`config.mk`:
```
export PLATFORM = sky130hd
export DESIGN_NAME = fxyz_sweep
export DESIGN_NICKNAME = d
export VERILOG_FILES = /design/src/rtl/fxyz_sweep.sv
export SDC_FILE = /design/constraint.sdc
export NUM_CORES = 1
export LEC_CHECK = 0
export ABC_CLOCK_PERIOD_IN_PS = 2500
export CAP_MARGIN = 20
export CORE_AREA = 2 2 60 62
export CTS_CLUSTER_SIZE = 20
export DETAILED_ROUTE_END_ITERATION = 10
export DIE_AREA = 0 0 62 64
export MAX_ROUTING_LAYER = met4
export PLACE_DENSITY_LB_ADDON = 0.3
export SLEW_MARGIN = 30
export SYNTH_ARGS = -nofsm -noshare
export SYNTH_HDL_FRONTEND = slang
export SYNTH_SLANG_ARGS = --single-unit
```
`constraint.sdc`:
```
create_clock -name clk -period 2.5 [get_ports clk]
set_clock_uncertainty 0.1 [all_clocks]
set_input_delay 0.375 -clock clk [delete_from_list [all_inputs] [get_ports clk]]
set_output_delay 0.375 -clock clk [all_outputs]
set_load 0.01 [all_outputs]
```
`src/rtl/fxyz_sweep.sv`:
```
// rtl/fxyz_sweep.sv - exhaustive 3-input sweep and truth-table check of s = x & y & z
module fxyz_sweep #(
    parameter logic [7:0] EXPECT = 8'b1000_0000,
    parameter int         SETTLE = 1
) (
    input  logic       clk,
    input  logic       rst_n,
    input  logic       start,
    input  logic       s,
    output logic       x,
    output logic       y,
    output logic       z,
    output logic       busy,
    output logic       done,
    output logic       pass,
    output logic [7:0] table_out,
    output logic [7:0] mismatch,
    output logic [3:0] err_count
);

    typedef enum logic [1:0] {IDLE, RUN, FIN} state_t;

    localparam logic [3:0] SETTLE_CNT = 4'(SETTLE);

    state_t     state;
    logic [2:0] idx;
    logic [3:0] cnt;

    always_ff @(posedge clk or negedge rst_n) begin
        if (!rst_n) begin
            state     <= IDLE;
            idx       <= 3'd0;
            cnt       <= 4'd0;
            pass      <= 1'b0;
            table_out <= 8'h00;
            mismatch  <= 8'h00;
            err_count <= 4'd0;
        end else begin
            case (state)
                IDLE: begin
                    if (start) begin
                        idx       <= 3'd0;
                        cnt       <= 4'd0;
                        pass      <= 1'b0;
                        table_out <= 8'h00;
                        mismatch  <= 8'h00;
                        err_count <= 4'd0;
                        state     <= RUN;
                    end
                end
                RUN: begin
                    // s is sampled on the last of the SETTLE+1 cycles each vector is held
                    if (cnt == SETTLE_CNT) begin
                        table_out[idx] <= s;
                        mismatch[idx]  <= s ^ EXPECT[idx];
                        if (s != EXPECT[idx]) begin
                            err_count <= err_count + 4'd1;
                        end
                        cnt <= 4'd0;
                        if (idx == 3'd7) begin
                            state <= FIN;
                        end else begin
                            idx <= idx + 3'd1;
                        end
                    end else begin
                        cnt <= cnt + 4'd1;
                    end
                end
                FIN: begin
                    pass  <= (err_count == 4'd0);
                    state <= IDLE;
                end
                default: state <= IDLE;
            endcase
        end
    end

    assign busy      = (state != IDLE);
    assign done      = (state == FIN);
    // idx stays at 7 through FIN, so the last vector is still presented there
    assign {x, y, z} = busy ? idx : 3'd0;

endmodule

```
# Word level (Yosys, flattened, before mapping)
# Memories as Yosys holds them, arrays and structs flattened.
# Index checks and enable logic that the tools add are counted.
[classes] n_addsub=3 n_lt_le_gt_ge=2 eq_ne=10 n_mux=27 bitwise=1 n_reduce_logical=12
[ops] operator="case mux 8 bit (2 select lines)" n=2
[ops] operator="two-way mux 8 bit" n=3
[ops] operator="bitwise mux 8 bit" n=2
[ops] operator="two-way mux 4 bit" n=4
[ops] operator="case mux 4 bit (2 select lines)" n=2
[ops] operator="two-way mux 3 bit" n=4
[ops] operator="!= test 2 bit, second input constant" n=5
[ops] operator="adder 4 x 1 -> 4 bit, second input constant" n=2
[ops] operator="AND reduction 4 bit" n=2
[ops] operator="two-way mux 2 bit" n=3
[ops] operator="case mux 3 bit (2 select lines)" n=1
[ops] operator="AND reduction 3 bit" n=2
[ops] operator="nonzero test 2 bit" n=3
[ops] operator="equality test 4 x 1 -> 1 bit, second input constant" n=1
[ops] operator="logical NOT 4 bit" n=1
[ops] operator="less-than comparator 3 x 4 -> 1 bit, second input constant" n=1
[ops] operator="case mux 2 bit (2 select lines)" n=1
[ops] operator="AND reduction 2 bit" n=2
[ops] operator="adder 3 x 1 -> 3 bit, second input constant" n=1
[ops] operator="demux 1 bit (select 3 bit)" n=1
[ops] operator="equality test 3 bit, second input constant" n=1
[ops] operator="greater-or-equal comparator 3 x 1 -> 1 bit, second input constant" n=1
[ops] operator="two-way mux 1 bit" n=3
[ops] operator="equality test 2 x 1 -> 1 bit, second input constant" n=1
[ops] operator="other kinds (6)" n=6
[totals] reg_bits=30 rom_bits=8 input_bits=4 output_inout_bits=26 elab_cells=63 n_memories=1
[memory_table] name="(name not given)" depth=8 word_bits=1 read_ports=1 rd_ports_with_merged_regs=0 wr=0 line_no="56" text="if (s != EXPECT[idx]) begin"

# Logic depth before layout (Yosys ltp)
[depth] depth_word=7 depth_mapped=6 mapped_depth_nobuf=5

# Worst setup path after synthesis
# No wires, ideal clock.
[synth_path] kind="reg2reg" start="register cnt[1]" end="register mismatch[3]" setup_ns=0.082 t_arrival_ns=1.647 required_time_ns=2.318 path_slack_ns=0.671 path_stages_with_launch=7 path_buffers=1 synth_period_minus_slack_ns=1.829 path_cell_list="dfrtp_1 inv_1 ha_1 or3b_4 or3_4 buf_6 o22ai_1"
[synth_via] elab_chain_cells=3
[synth_rtl] element="start: declaration" line_no="27" text="logic [3:0] cnt;"
[synth_rtl] element="start signal: assignment" line_no="66" text="cnt <= cnt + 4'd1;"
[synth_rtl] element="equality test 4 x 1 -> 1 bit" line_no="53" text="if (cnt == SETTLE_CNT) begin"
[synth_rtl] element="!= test 2 bit (no source line)"
[synth_rtl] element="AND reduction 3 bit (no source line)"
[synth_rtl] element="end signal: indexed assignment" line_no="55" text="mismatch[idx] <= s ^ EXPECT[idx];"
[synth_rtl] element="end: declaration" line_no="17" text="output logic [7:0] mismatch,"
# No other way between the ends.
# A chain may end at the register's enable or synchronous reset.

# Worst setup path after layout
[layout_path] start="register state[1]" end="output done"
[layout_via] elab_chain_cells=1
[layout_rtl] element="start: declaration" line_no="25" text="state_t state;"
[layout_rtl] element="start signal: assignment" line_no="31" text="state <= IDLE;"
[layout_rtl] element="start signal: assignment" line_no="48" text="state <= RUN;"
[layout_rtl] element="start signal: assignment" line_no="61" text="state <= FIN;"
[layout_rtl] element="equality test 2 bit" line_no="79" text="assign done = (state == FIN);"
[layout_rtl] element="end: declaration" line_no="14" text="output logic done,"
# No other way between the ends.

==> run metrics <==
Core Box Area 3280 sq um; via count of the first global-routing pass approximately 1300; drt initial violations 55; final setup vio count 0; syn nets approximately 160; CTS tree built; Clk pwr share 0.154; max-slew violations 0; register area share after synthesis 0.448; Yosys warnings 0; PwrDens 1220 nW/um^2; worst-path cell chain nor2b_1, clkdlybuf4s50_1; chip height 64 microns; sw power 0.000894 W; Inst Count DP roughly 220; Mapped Area 1670 sq um; setup TNS 0 ns; Critical Path RT 2.03 ns; I/O Buffers 29; fin cells 229; f_max 430 MHz; post-synth cell types 34; Root Driver clkbuf_4; initial antenna violation count 0; WL final 3250 microns; Final Critical Period 2.33 ns; Worst VDD drop between 0.0006 and 0.0007 V; CP max stage cell dfrtp_1; Area Growth Syn to Fin 17.1%; Top delay family on crit path flip-flops; Power Total 0.00240 W; hpwl dp 2380 microns; Synth top area share 0.448; Leak 0.834 nW; Rows 21; CTS Buffer Depth 2; fin crit share 0.931; Sw Share 0.373; Syn Area/Cell ~11 sq um; Clk pin slew, worst setup/hold paths approximately 0.10 ns; Max-cap violations 0; Starting Density 0.510; combinational power share 0.475; top cells by area, synth dfrtp_1, o22ai_1, inv_1, a221oi_1, ha_1; Mapped Cells approximately 150; CP Data Arrival Time between 1.5 and 2 ns; global-route wire length before repair 5740 microns; largest net degree at the start of global routing 31; Die W between 60 and 70 microns; layout cell share with drive strength beyond 1 0.120; post-route ant nets 0; H-tree depth 2; CP bufs+invs 1; routed vias/inst 5.55; clk_lat worst skew ~0.32 ns; RSZ-0062 raised after global routing false; Hold Vio Cnt, Final 0; CP startpoint kind flip-flop; Flop pwr share 0.371; die area 3970 sq um; Final GP Congestion 0.853; synthesis-stage register bit count 30; clk sinks 30; status finished clean; Post-CTS Setup Bufs 0; Worst-Margin Slew 0.526 ns; vias 1272; global route total overflow 0; Slew headroom 0.647; min-delay worst type in -> async; Worst Setup Path Type reg -> out; crit end category primary output; crit-path max cell delay roughly 0.67 ns; # DRC 0; most frequent cells in the layout dfrtp_1, clkdlybuf4s50_1, inv_1, o22ai_1, a221oi_1; Ant. Diodes 0; Pint 0.00150 W; Total GRT Usage 0.196; Avg WL per Cell 14.2 microns; Final #Nets 192; top cell type by total area after synthesis dfrtp_1; crit-path max FO 18; total CTS buffers 5; router iterations before antenna repair 4; # IOs 30
-- final timing paths --
| path | start | to | slack [ns] | depth (start not counted) |
|---|---|---|---|---|
| setup / recovery | state[1]$_DFFE_PN0P_ | done | 0.17 | 2 |
| max in group asynchronous | rst_n | state[0]$_DFFE_PN0P_ | 1.67 | 2 |
| min in group clk | mismatch[4]$_DFFE_PN0P_ | mismatch[4]$_DFFE_PN0P_ | 0.42 | 2 |
| setup reg to reg | idx[0]$_DFFE_PN0P_ | err_count[1]$_DFFE_PN0P_ | 0.51 | 5 |
| hold / removal | rst_n | mismatch[6]$_DFFE_PN0P_ | 0.33 | 2 |
| hold reg to reg | mismatch[4]$_DFFE_PN0P_ | mismatch[4]$_DFFE_PN0P_ | 0.42 | 2 |
-- flip-flops by register name (all words and copies together), names as in the netlist --
register   cells
cnt            4
err_count      4
idx            3
mismatch       8
pass           1
state          2
table_out      8
-- synthesized netlist by cell type (all sizes together) --
cell type / instances
a21o: 1
a221oi: 9
a22o: 1
a32o: 1
and3: 1
buf: 1
bufbuf: 2
clkbuf: 7
dfrtp: 30
ha: 6
inv: 25
mux2: 2
mux2i: 4
nand2: 7
nand2b: 2
nand3: 4
nand3b: 3
nand4: 1
nand4bb: 1
nor2: 3
nor2b: 5
nor3: 1
nor3b: 1
o211ai: 2
o21ai: 2
o21bai: 1
o22ai: 18
o31ai: 2
or3: 2
or3b: 6
or4: 1
xnor2: 2
-- power by group through the flow --
stage                     clock network (W)  logic [W]  registers, W
after CTS                          0.000381    0.00115      0.000889
after detailed placement                  0    0.00115      0.000900
after global routing               0.000406    0.00127      0.000927
final                              0.000368    0.00114      0.000890
after global placement                    0    0.00111      0.000878
after floorplan                           0   0.000846      0.000859
-- per-stage QoR --
stage          setup slack (ns)  cell area [sq um]  hold WS (ns)   util
6_report                  0.172               1960         0.332  0.597
5_1_grt                  0.0443               1960         0.367  0.597
4_1_cts                   0.121               1960         0.349  0.597
3_5_place_dp              0.380               1880         0.404  0.573
3_3_place_gp              0.511               1880         0.400  0.573
2_1_floorplan             0.671               1670       -0.0206      -
-- routing by layer --
| layer | vias to the layer above | global-route usage | part of all wire |
|---|---|---|---|
| met5 | - | - | 0 |
| met4 | 0 | 0.0691 | 0.016 |
| met3 | 6 | 0.0364 | 0.048 |
| met2 | 45 | 0.311 | 0.52 |
| met1 | 618 | 0.244 | 0.42 |
| li1 | 603 | - | - |
-- cell families after synthesis --
kind of cell | count (synthesis) | share of synthesized area
xor gates and xnor gates | 2 | 0.0105
muxes | 6 | 0.0374
buffers and inverters | 35 | 0.149
DFF | 30 | 0.448
and+or+nand+nor | 38 | 0.151
AOI/OAI and AO/OA | 37 | 0.159
adders and majority gates | 6 | 0.0448
-- timing repair --
item | in CTS | in global routing
setup endpoints to repair | 0 | 1
gates resized for setup | 0 | 1
endpoints found under the hold margin | 0 | 0
hold buffers | 0 | 0
-- area by class of cell --
cell class	instances	area, sq um
clock buffers	5	37.5
clock inverters	3	40.0
fillers	299	1320
inverters	25	93.8
multi-input cells	89	674
flip-flops and latches	30	752
well taps	46	57.6
repair buffers	31	305
No activity file was read; power rests on OpenSTA's default activity.
